`src/rtl/fixed_point_pkg.sv`:
```
// fixed_point: Q16.16 signed fixed-point type and its saturation limits
package fixed_point;

    typedef logic signed [31:0] fixed_point_t;

    localparam fixed_point_t FP_MAX = 32'sh7FFF_FFFF;
    localparam fixed_point_t FP_MIN = 32'sh8000_0000;

endpackage

```
`src/rtl/fixed_point_sub.sv`:
```
// fixed_point_sub: wrapped Q16.16 subtraction a - b with signed overflow flag
module fixed_point_sub
    import fixed_point::*;
(
    input  fixed_point_t a,
    input  fixed_point_t b,
    output fixed_point_t diff,
    output logic         ovf
);

    assign diff = a - b;
    // Overflow: operands of opposite sign and the result took the subtrahend's sign.
    assign ovf  = (a[31] != b[31]) && (diff[31] == b[31]);

endmodule

```
`src/rtl/edge_delta_stage.sv`:
```
// edge_delta_stage: two-stage valid/ready pipeline computing edge deltas dx/dy with overflow tracking
module edge_delta_stage
    import fixed_point::*;
#(
    parameter int SATURATE = 1,
    parameter int CNT_W    = 8
) (
    input  logic             clk,
    input  logic             rst_n,
    input  logic             in_valid,
    output logic             in_ready,
    input  fixed_point_t     x0,
    input  fixed_point_t     y0,
    input  fixed_point_t     x1,
    input  fixed_point_t     y1,
    output logic             out_valid,
    input  logic             out_ready,
    output fixed_point_t     dx,
    output fixed_point_t     dy,
    output logic             dx_ovf,
    output logic             dy_ovf,
    output logic             ovf_sticky,
    output logic [CNT_W-1:0] ovf_count,
    input  logic             ovf_clr
);

    logic         s1_valid;
    logic         s1_adv;
    fixed_point_t s1_x0, s1_y0, s1_x1, s1_y1;
    fixed_point_t dx_raw, dy_raw, dx_res, dy_res;
    logic         dx_of, dy_of;

    assign s1_adv    = !out_valid || out_ready;
    assign in_ready  = !s1_valid || s1_adv;

    fixed_point_sub u_sub_x (.a(s1_x1), .b(s1_x0), .diff(dx_raw), .ovf(dx_of));
    fixed_point_sub u_sub_y (.a(s1_y1), .b(s1_y0), .diff(dy_raw), .ovf(dy_of));

    // Clamp toward the sign of the minuend when saturating; otherwise keep the wrapped value.
    assign dx_res = (SATURATE != 0 && dx_of) ? (s1_x1[31] ? FP_MIN : FP_MAX) : dx_raw;
    assign dy_res = (SATURATE != 0 && dy_of) ? (s1_y1[31] ? FP_MIN : FP_MAX) : dy_raw;

    // S1: capture the vertex pair whenever the stage is free or draining this cycle.
    always_ff @(posedge clk or negedge rst_n) begin
        if (!rst_n) begin
            s1_valid <= 1'b0;
            s1_x0    <= '0;
            s1_y0    <= '0;
            s1_x1    <= '0;
            s1_y1    <= '0;
        end else if (in_ready) begin
            s1_valid <= in_valid;
            if (in_valid) begin
                s1_x0 <= x0;
                s1_y0 <= y0;
                s1_x1 <= x1;
                s1_y1 <= y1;
            end
        end
    end

    // S2: register the deltas and flags; held while the consumer stalls.
    always_ff @(posedge clk or negedge rst_n) begin
        if (!rst_n) begin
            out_valid <= 1'b0;
            dx        <= '0;
            dy        <= '0;
            dx_ovf    <= 1'b0;
            dy_ovf    <= 1'b0;
        end else if (s1_adv) begin
            out_valid <= s1_valid;
            if (s1_valid) begin
                dx     <= dx_res;
                dy     <= dy_res;
                dx_ovf <= dx_of;
                dy_ovf <= dy_of;
            end
        end
    end

    // Overflow bookkeeping on the output handshake; a clear wins over a same-cycle event.
    always_ff @(posedge clk or negedge rst_n) begin
        if (!rst_n) begin
            ovf_sticky <= 1'b0;
            ovf_count  <= '0;
        end else if (ovf_clr) begin
            ovf_sticky <= 1'b0;
            ovf_count  <= '0;
        end else if (out_valid && out_ready && (dx_ovf || dy_ovf)) begin
            ovf_sticky <= 1'b1;
            if (ovf_count != {CNT_W{1'b1}})
                ovf_count <= ovf_count + CNT_W'(1);
        end
    end

endmodule

```
`config.mk`:
```
export PLATFORM = sky130hd
export DESIGN_NAME = edge_delta_stage
export DESIGN_NICKNAME = d
export VERILOG_FILES = /design/src/rtl/fixed_point_pkg.sv /design/src/rtl/fixed_point_sub.sv /design/src/rtl/edge_delta_stage.sv
export SDC_FILE = /design/constraint.sdc
export NUM_CORES = 1
export LEC_CHECK = 0
export ABC_AREA = 1
export ABC_CLOCK_PERIOD_IN_PS = 8450
export CORE_MARGIN = 2
export CORE_UTILIZATION = 45
export CTS_CLUSTER_SIZE = 20
export DETAILED_ROUTE_END_ITERATION = 12
export PLACE_DENSITY = 0.67
export RECOVER_POWER = 25
export SLEW_MARGIN = 5
export SYNTH_ARGS = -nofsm -noshare
export SYNTH_HDL_FRONTEND = slang
export SYNTH_SLANG_ARGS = --single-unit
```
`constraint.sdc`:
```
create_clock -name clk -period 8.45 [get_ports clk]
set_clock_uncertainty 0.15 [all_clocks]
set_input_delay 1.2675 -clock clk [delete_from_list [all_inputs] [get_ports clk]]
set_output_delay 1.2675 -clock clk [all_outputs]
set_load 0.01 [all_outputs]
```
==> run summary <==
### STA
* PnR worst setup slack: 3300 ps
* Total Negative Setup Slacks: 0 ps
* hold violation count in the final report: 0
* actual transition at the worst max-transition pin: 4420 ps
* setup violation total in the final timing report: 0
* final-layout worst hold slack: 330 ps
* period utilization: 61.0%
* worst slew margin relative to its limit: -195%
* fin crit period: 5150 ps
* setup repair after global routing missed its margin: false
* final slew viol count: 81
* Max Clk Rate: 194 MHz

### Pwr
* sequential cell fraction of total power: 31.7%
* share of total power consumed by net switching: 38.9%
* maximum vdd drop: 0.156 mV
* cell internal power dissipation: 2680 µW
* Cell Pwr Density: 276 mW/mm²
* static leakage: 0.00812 µW
* power dissipated by switching net loads: 1700 µW
* fraction of power consumed by combinational cells: 44.6%
* clock share of power: 23.8%

### Clock network
* insertion delay to the later sink of the worst-skew pair: 530 ps
* Root Driver: clkbuf_16
* post-cts repair resize count: 0
* maximum buffer depth of the clock tree: 3
* deepest level of the CTS H-tree: 1
* Inserted Clock Buffers: 24
* post-cts hold buffer count: 0
* Sinks on Clock Net: 205
* clock tree from TritonCTS: built
* CTS clock-pin slew for the worst setup and hold paths: 60 ps
* number of buffers inserted by post-CTS setup repair: 0

### Worst setup path
* data required time at the worst endpoint: 8820 ps
* Crit path max-delay family: buffers and inverters
* top fanout value on the critical path: 80
* Bufs and invs on worst path: 2
* Worst Path Arrival: 5530 ps
* crit path launch type: input pin
* Critical Setup Path Class: in -> async
* reg-to-reg critical path startpoint: s1_x0[9]$_DFFE_PN0P_
* worst reg-to-reg setup slack: 4400 ps
* type of destination of the critical path: asynchronous set/reset pin
* worst r2r dst: dx[26]$_DFFE_PN0P_
* CP max stage cell: clkbuf_1
* number of cells on the worst reg-to-reg path: 16
* list of cells traversed by the critical path: clkbuf_1, buf_4
* critical path depth: 2
* biggest cell delay along the critical path: 3050 ps

### Synthesis
* Synth Cell Area: 0.0127 mm²
* sequential-to-total area share from yosys stat: 40.5%
* post-synthesis average cell area: 7.44 µm²
* Mapped Nets: 1903
* Ys Warns: 0
* register bit total from synthesis: 205
* post-synth cell types: 33
* instance count of the mapped netlist: 1703

### Hold path
* hold path startpoint: dx[31]$_DFFE_PN0P_
* Worst Hold Path Cells: 2
* type of the most critical hold path: reg -> reg
* hold endpoint: dx[31]$_DFFE_PN0P_

### Die
* FP Rows: 61
* die width: 172 µm
* die outline height: 172 µm
* Die Area: 0.0295 mm²
* number of ports placed on the die boundary: 210
* Floorplan Core Area: 0.0278 mm²
* effective utilization at floorplan: 45.6%

### Global routing
* via count of the first global-routing pass: 11100
* first-pass GRT wire length: 55900 µm
* antenna violations before repair: 0
* combined global-route utilization of all metal layers: 23.8%
* overall overflow remaining after global route: 0
* maximum number of pins on one net before global-route repair: 81

### Detailed routing
* Wirelength per Cell: 15.2 µm
* final routed DRC violation total: 0
* first drt pass iteration count: 6
* sum of routed wire length over all layers: 35000 µm
* antenna viol nets, final: 0
* via count: 11300
* vias per inst: 4.92
* number of design-rule violations left by the first detailed-router iteration: 565

### Layout
* layout cells sized above 1: 9.15%
* net total in the final layout: 2107
* most frequent cells in the layout: 421 x nand2_1, 287 x inv_1, 207 x clkdlybuf4s50_1, 205 x dfrtp_1, 198 x nor2_1
* final non-filler cell total: 2302
* signed area change from the synthesized netlist to the final layout: 25.3%
* final antenna diode count: 0
* most common cell after layout, fill and taps aside: nand2_1

### Placement
* Port Buffer Count: 209
* Inst Count DP: 2259
* placed wire-length estimate: 26900 µm
* final weighted congestion of routability-driven global placement: 0.865
* Worst Setup Slack post-DPL: 4440 ps

### Run status
* violated checks: max-capacitance violations, max-slew violations
* outcome: complete, but fails checks

### Flow run
* max-cap viol count: 1

[metrics by stage]
step           util, %  total power, µW  instance area [µm²]
6_report          57.2             4380                15900
5_1_grt           57.2             4700                15900
4_1_cts           57.3             4410                15900
3_5_place_dp      54.4             3350                15100
3_3_place_gp      54.4             3330                15100
2_1_floorplan        -             2560                12700
[state kept, by name, summed over array words and instances (netlist names)]
signal,flops
s1_valid,1
ovf_sticky,1
dx,32
out_valid,1
dy_ovf,1
s1_y0,32
ovf_count,8
s1_y1,32
s1_x1,32
dy,32
s1_x0,32
dx_ovf,1
[layer usage]
metal / GRT usage [%] / vias to the layer above / wire, µm
li1: - / 5781 / -
met1: 30.2 / 5226 / 15500
met2: 41.9 / 257 / 16900
met3: 2.97 / 63 / 1460
met4: 7.89 / 0 / 1200
met5: 0 / - / 0
[power by group through the flow]
stage / registers, µW / logic (µW) / clock network (µW)
3_5_place_dp: 1410 / 1950 / 0
2_1_floorplan: 1440 / 1120 / 0
6_report: 1390 / 1950 / 1040
3_3_place_gp: 1400 / 1930 / 0
4_1_cts: 1390 / 1960 / 1070
5_1_grt: 1410 / 2180 / 1110
[kinds of logic after synthesis]
logic type	Yosys count	share of synthesized area [%]
and+or+nand+nor	787	26.4
adders and majority gates	67	6.85
muxes	62	5.51
AOI/OAI and AO/OA	249	10.4
buffers and inverters	331	10.2
xor gates and xnor gates	2	0.138
DFF	205	40.5
[area by class of cell]
| type | count | area [µm²] |
|---|---|---|
| fillers | 2707 | 11900 |
| repair buffers | 216 | 2140 |
| clock buffers | 35 | 723 |
| multi-input cells | 1167 | 6240 |
| flip-flops and latches | 205 | 5130 |
| clock inverters | 8 | 72.6 |
| inverters | 293 | 1100 |
| well taps | 378 | 473 |
[synth_stat cells, drive strengths merged]
master | number | share of area, %
nand4 | 10 | 0.54
o21bai | 6 | 0.41
a21oi | 194 | 7.8
nand3b | 8 | 0.47
o31ai | 2 | 0.12
nor2 | 210 | 6.4
dfrtp | 205 | 40
o211a | 1 | 0.079
or2 | 5 | 0.25
inv | 293 | 8.7
nor3 | 9 | 0.47
o21a | 1 | 0.059
fa | 4 | 0.63
xor2 | 2 | 0.14
clkbuf | 5 | 0.15
mux2 | 62 | 5.5
ha | 63 | 6.2
nand2 | 439 | 13
buf | 33 | 1.4
nand3 | 106 | 4.8
o21ai | 41 | 1.6
a21o | 2 | 0.12
o211ai | 2 | 0.20
[worst max path at each step]
stage	start	end	slack [ps]
floorplan	s1_y0[14]$_DFFE_PN0P_	dy[26]$_DFFE_PN0P_	5510
global placement	out_ready	s1_x1[9]$_DFFE_PN0P_	4530
detailed placement	s1_x0[9]$_DFFE_PN0P_	dx[26]$_DFFE_PN0P_	4440
CTS	s1_x0[9]$_DFFE_PN0P_	dx[23]$_DFFE_PN0P_	4440
global route	rst_n	s1_x0[25]$_DFFE_PN0P_	2390
finish	rst_n	s1_x0[15]$_DFFE_PN0P_	3300
Power figures use the tool's default switching activity.
